`src/rtl/fmsynth_cmd_player.sv`:
```
`default_nettype none
// ============================================================================
// Module      : fmsynth_cmd_player
// Description : Replays queued register writes and sample-tick waits onto the
//               FM synth register bus. Optional stall counter: FMCP_STALL_CNT_EN.
// Revision    : 1.0 - initial release
// ============================================================================
module fmsynth_cmd_player #(
    parameter int DEPTH_LOG2 = 4,
    parameter int TICK_DIV   = 506
) (
    input  logic                  clk,
    input  logic                  reset,
    input  logic                  enable,
    input  logic                  flush,
    input  logic                  cmd_valid,
    input  logic [40:0]           cmd_data,
    output logic                  cmd_ready,
    output logic [DEPTH_LOG2:0]   fifo_level,
    output logic                  busy,
    output logic [7:0]            bus_addr,
    output logic [31:0]           bus_wrdata,
    output logic                  bus_wren,
    input  logic                  bus_wait,
    output logic [15:0]           stall_cnt
);

    localparam int c_depth  = 1 << DEPTH_LOG2;
    localparam int c_tick_w = (TICK_DIV > 1) ? $clog2(TICK_DIV) : 1;

    typedef enum logic [1:0] {
        ST_IDLE  = 2'd0,
        ST_WRITE = 2'd1,
        ST_WAIT  = 2'd2
    } state_t;

    state_t                r_state;
    state_t                w_state_nxt;
    logic [c_tick_w-1:0]   r_tick_cnt;
    logic                  w_tick;
    logic [40:0]           r_mem [c_depth];
    logic [DEPTH_LOG2-1:0] r_wr_ptr;
    logic [DEPTH_LOG2-1:0] r_rd_ptr;
    logic [DEPTH_LOG2:0]   r_level;
    logic                  w_full;
    logic                  w_empty;
    logic                  w_push;
    logic                  w_pop;
    logic [40:0]           w_head;
    logic                  w_load_write;
    logic                  w_load_wait;
    logic                  w_write_done;
    logic [15:0]           r_wait_cnt;
    logic [7:0]            r_bus_addr;
    logic [31:0]           r_bus_wrdata;
    logic                  r_bus_wren;

    assign w_tick = (r_tick_cnt == c_tick_w'(TICK_DIV - 1));

    always_ff @(posedge clk or posedge reset) begin
        if (reset) begin
            r_tick_cnt <= '0;
        end else if (w_tick) begin
            r_tick_cnt <= '0;
        end else begin
            r_tick_cnt <= r_tick_cnt + c_tick_w'(1);
        end
    end

    assign w_full  = (r_level == (DEPTH_LOG2 + 1)'(c_depth));
    assign w_empty = (r_level == '0);
    // A push coinciding with flush is discarded along with the queue.
    assign w_push  = cmd_valid && !w_full && !flush;
    assign w_head  = r_mem[r_rd_ptr];

    always_ff @(posedge clk) begin
        if (w_push) begin
            r_mem[r_wr_ptr] <= cmd_data;
        end
    end

    always_ff @(posedge clk or posedge reset) begin
        if (reset) begin
            r_wr_ptr <= '0;
            r_rd_ptr <= '0;
            r_level  <= '0;
        end else if (flush) begin
            r_wr_ptr <= '0;
            r_rd_ptr <= '0;
            r_level  <= '0;
        end else begin
            if (w_push) r_wr_ptr <= r_wr_ptr + DEPTH_LOG2'(1);
            if (w_pop)  r_rd_ptr <= r_rd_ptr + DEPTH_LOG2'(1);
            if (w_push && !w_pop) begin
                r_level <= r_level + (DEPTH_LOG2 + 1)'(1);
            end else if (!w_push && w_pop) begin
                r_level <= r_level - (DEPTH_LOG2 + 1)'(1);
            end
        end
    end

    always_ff @(posedge clk or posedge reset) begin
        if (reset) r_state <= ST_IDLE;
        else       r_state <= w_state_nxt;
    end

    always_comb begin
        w_state_nxt  = r_state;
        w_pop        = 1'b0;
        w_load_write = 1'b0;
        w_load_wait  = 1'b0;
        w_write_done = 1'b0;
        case (r_state)
            ST_IDLE: begin
                if (enable && !w_empty && !flush) begin
                    w_pop = 1'b1;
                    if (!w_head[40]) begin
                        w_load_write = 1'b1;
                        w_state_nxt  = ST_WRITE;
                    end else if (w_head[15:0] != 16'd0) begin
                        w_load_wait = 1'b1;
                        w_state_nxt = ST_WAIT;
                    end
                end
            end
            ST_WRITE: begin
                if (!bus_wait) begin
                    w_write_done = 1'b1;
                    w_state_nxt  = ST_IDLE;
                end
            end
            ST_WAIT: begin
                if (flush || (w_tick && r_wait_cnt == 16'd1)) begin
                    w_state_nxt = ST_IDLE;
                end
            end
            default: w_state_nxt = ST_IDLE;
        endcase
    end

    always_ff @(posedge clk or posedge reset) begin
        if (reset) begin
            r_wait_cnt <= '0;
        end else if (flush) begin
            r_wait_cnt <= '0;
        end else if (w_load_wait) begin
            r_wait_cnt <= w_head[15:0];
        end else if (r_state == ST_WAIT && w_tick) begin
            r_wait_cnt <= r_wait_cnt - 16'd1;
        end
    end

    // Address and data persist after a transfer; only the request drops.
    always_ff @(posedge clk or posedge reset) begin
        if (reset) begin
            r_bus_addr   <= '0;
            r_bus_wrdata <= '0;
            r_bus_wren   <= 1'b0;
        end else if (w_load_write) begin
            r_bus_addr   <= w_head[39:32];
            r_bus_wrdata <= w_head[31:0];
            r_bus_wren   <= 1'b1;
        end else if (w_write_done) begin
            r_bus_wren   <= 1'b0;
        end
    end

`ifdef FMCP_STALL_CNT_EN
    logic [15:0] r_stall_cnt;

    always_ff @(posedge clk or posedge reset) begin
        if (reset) begin
            r_stall_cnt <= '0;
        end else if (flush) begin
            r_stall_cnt <= '0;
        end else if (r_bus_wren && bus_wait && r_stall_cnt != 16'hFFFF) begin
            r_stall_cnt <= r_stall_cnt + 16'd1;
        end
    end

    assign stall_cnt = r_stall_cnt;
`else
    assign stall_cnt = 16'h0000;
`endif

    assign cmd_ready  = !w_full;
    assign fifo_level = r_level;
    assign busy       = (r_state != ST_IDLE) || !w_empty;
    assign bus_addr   = r_bus_addr;
    assign bus_wrdata = r_bus_wrdata;
    assign bus_wren   = r_bus_wren;

endmodule
`default_nettype wire

```
`config.mk`:
```
export PLATFORM = sky130hd
export DESIGN_NAME = fmsynth_cmd_player
export DESIGN_NICKNAME = d
export VERILOG_FILES = /design/src/rtl/fmsynth_cmd_player.sv
export SDC_FILE = /design/constraint.sdc
export NUM_CORES = 1
export LEC_CHECK = 0
export BUFFER_PORTS_ARGS = -buffer_cell sky130_fd_sc_hd__buf_2
export CAP_MARGIN = 20
export CORE_ASPECT_RATIO = 1.4
export CORE_UTILIZATION = 31
export DETAILED_ROUTE_END_ITERATION = 16
export GPL_TIMING_DRIVEN = 0
export PLACE_DENSITY = 0.54
export SYNTH_ARGS = -nofsm -noshare
export SYNTH_HDL_FRONTEND = slang
export SYNTH_SLANG_ARGS = --single-unit
export TNS_END_PERCENT = 10
```
`constraint.sdc`:
```
create_clock -name clk -period 12.3 [get_ports clk]
set_input_delay 3.69 -clock clk [delete_from_list [all_inputs] [get_ports clk]]
set_output_delay 3.69 -clock clk [all_outputs]
set_load 0.01 [all_outputs]
```
==> run_results.csv <==
group,metric,value,unit
setup_path,critPathBufInv,3,
synthesis,synth-main-ff-cell,"edfxtp_1",
placed_design,dp_worst_setup_slack,5.732,ns
sta,rsz0062_at_grt,"no",
setup_path,cpMaxStageDelayCell,"nand3_1",
sta,min_period,5.840,ns
min_path,hold-path-endpoint,"bus_wrdata[6]$_DFFE_PP0P_",
cts,clock_latency,0.64,ns
sta,worstMarginPinSlew,1.024,ns
cts,ctsHoldBuffers,0,
setup_path,cp_data_arrival_time,6.33,ns
floorplan,start_util,0.3128,
floorplan,rows,132,
floorplan,core_area,0.09232,mm^2
floorplan,dieArea,0.09440,mm^2
synthesis,synth_edf_count,656,
setup_path,crit_required,12.79,ns
drt,wl_met1,28530,um
final_layout,nets,1685,
sta,hold_viol,0,
placed_design,place_hpwl,48530,um
setup_path,reg2regPathDepth,9,
final_layout,diodes,0,
setup_path,slowest_delay,0.62,ns
synthesis,yosysUniqueCellTypes,60,
synthesis,postSynthAreaPerCell,20.76,um^2
cts,cts_buffer_depth,3,
sta,setup_tns,0,ns
synthesis,async_flop_share,0.1099,
setup_path,ff2ff_setup_slack,7.55,ns
sta,fin_crit_sh,0.4748,
cts,htreeDepth,3,
synthesis,synth_commonest_cells,"edfxtp_1, mux4_2, dfrtp_1, nand2_1, mux2i_1",
drt,met2_length,38460,um
placed_design,portBuffers,93,
cts,cts_tree,"done",
cts,cts_resized,0,
drt,vias,14304,
synthesis,synth_top_family_by_area,"multiplexers",
synthesis,synthXorXnorAreaFrac,0.008189,
final_layout,fillerInstances,8348,
pwr,total_power,6.419,mW
synthesis,synth-compound-area-share,0.02847,
drt,viasPerCell,4.953,
synthesis,yosysSeqAreaShare,0.7523,
floorplan,io_pins,111,
global_routing,globalRouteTotalUtil,0.1551,
run,drv_cap,0,
sta,setup_viol,0,
synthesis,ys_ff_latch,737,
setup_path,worstPathMaxFanout,10,
setup_path,cpLargestDelayFamily,"simple AND/OR/NAND/NOR gates",
drt,first_pass_iters,5,
drt,drtIter0Drc,1177,
setup_path,critPathKind,"in -> reg",
final_layout,drive_gt1_frac,0.3086,
synthesis,synthMuxAreaShare,0.1591,
cts,post_cts_buffers,0,
pwr,powerDensity,187.2,mW/mm^2
status,outcome,"complete, no violations",
floorplan,fp.dieW,260.0,um
drt,post_drt_wl_per_cell,25.06,um
cts,cts_made_buffers,71,
drt,wirelength,72360,um
pwr,ir_drop,0.0001049,V
synthesis,yosys_warnings,0,
setup_path,crit_chain,"clkbuf_1 > nor4bb_1 > buf_2 > nand3_1 > buf_2 > mux2_1",
min_path,min_delay_path_depth,1,
min_path,min-delay-start,"bus_wrdata[6]$_DFFE_PP0P_",
synthesis,yosys-top-cells-area,"edfxtp_1, mux4_2, dfrtp_1",
placed_design,place_congestion,0.7542,
drt,route.detailed.drc,0,
synthesis,synth.most_common_cell,"edfxtp_1",
synthesis,synth_fa_ha_area_frac,0.006326,
setup_path,reg2reg_from,"r_rd_ptr[2]$_DFFE_PP0P_",
drt,met3_length,3417,um
synthesis,synth_area_leader_cell,"edfxtp_1",
drt,ant_nets,0,
pwr,total_leakage_power,11.18,nW
setup_path,cp_common_cell,"buf_2",
drt,top_layer_used,"met5",
sta,finClkSkew,0.02977,ns
global_routing,grt_max_degree,46,
cts,cts.sinks,737,
setup_path,start_kind,"input port",
global_routing,antenna_found_initial,12,
sta,relSlewSlack,0.3174,
global_routing,grt_overflow,0,
floorplan,fp.dieH,363.1,um
sta,hold_slack,0.4849,ns
synthesis,synthesis.area,0.02888,mm^2
setup_path,cp-end-kind,"register",
min_path,hp-class,"reg -> reg",
synthesis,synth_simple_gate_area_frac,0.02847,
sta,clock.fmax,171.2,MHz
sta,setup_slack,6.460,ns
setup_path,reg2reg_to,"bus_wrdata[17]$_DFFE_PP0P_",
synthesis,yosysTopAreaCellShare,0.6821,
final_layout,area_growth,18.73,%
synthesis,syn_inst,1391,
global_routing,grt_pass1_wl,104600,um
sta,slew_violations,0,
global_routing,grt_pass1_vias,15143,
cts,cts-root-buf,"clkbuf_16",
cts,clkTransAtPathRegs,0.06,ns
## registers in the layout, indices dropped and copies added (netlist names)
| name | cells |
|---|---|
| r_wait_cnt | 16 |
| r_state | 2 |
| bus_wrdata | 32 |
| bus_wren | 1 |
| r_mem | 656 |
| bus_addr | 8 |
| r_rd_ptr | 4 |
| r_tick_cnt | 9 |
| r_wr_ptr | 4 |
| fifo_level | 5 |
## report_power, final
group | switching, mW | leakage (nW) | internal [mW] | total (mW)
registers | 0.0719 | 6.93 | 2.85 | 2.92
clock network | 0.973 | 1.18 | 1.30 | 2.27
logic | 0.642 | 3.07 | 0.586 | 1.23
## kinds of logic (layout without fill, tap and decap cells)
kind of cell	Yosys count	count (layout)
DFF	737	737
muxes	247	247
and+or+nand+nor	167	167
AOI/OAI and AO/OA	106	106
buffers and inverters	92	368
xor gates and xnor gates	27	27
adders and majority gates	14	14
other	1	16
## final cells by class
type	count	area, um^2	area share
clock inverters	41	500.5	0.01460
plain buffers	81	447.9	0.01306
repair buffers	145	1301	0.03795
flip-flops and latches	737	21730	0.6337
inverters	11	43.79	0.001277
well taps	1206	1509	0.04401
multi-input cells	577	6829	0.1992
clock buffers	90	1929	0.05627
## routing by layer
metal | track usage | vias to the layer above
met1 | 0.1848 | 7658
met5 | 0 | -
met2 | 0.2787 | 335
met4 | 0.05098 | 14
li1 | - | 6180
met3 | 0.02900 | 117
## placed cells by master (no fill, tap or decap), drive strengths merged, types with 4 or more instances in the layout
cell type  instances
a211oi             6
a21o               6
a21oi             14
a221oi            18
a22oi             19
and2               7
buf              194
bufinv             8
clkbuf           122
clkinv            25
clkinvlp           5
conb              16
dfrtp             81
edfxtp           656
ha                13
inv               14
mux2              37
mux2i             44
mux4             166
nand2             50
nand2b             6
nand3             17
nand4              5
nor2              42
nor2b              7
nor3              10
nor4               4
o21ai             23
o221ai             6
o311a              4
or3                4
or4                4
xnor2             17
xor2              10
## worst max-delay path by stage
stage                from                         end  slack, ns  cells after the start
detailed placement  flush  bus_wrdata[17]$_DFFE_PP0P_       5.73                      6
floorplan           flush       r_mem[0][0]$_DFFE_PP_       4.78                      4
finish              flush  bus_wrdata[17]$_DFFE_PP0P_       6.46                      6
global route        flush     bus_addr[7]$_DFFE_PP0P_       6.33                      6
CTS                 flush  bus_wrdata[17]$_DFFE_PP0P_       6.39                      6
global placement    flush      r_mem[1][31]$_DFFE_PP_       0.67                      4
## through the flow
| stage | cells | util | area (um^2) |
|---|---|---|---|
| after CTS | 2887 | 0.3712 | 34270 |
| after global placement | 2705 | 0.3348 | 30910 |
| after floorplan | 1406 | - | 28930 |
| final | 2888 | 0.3714 | 34290 |
| after detailed placement | 2756 | 0.3449 | 31840 |
| after global routing | 2888 | 0.3714 | 34290 |
No activity file was read; power rests on OpenSTA's default activity.
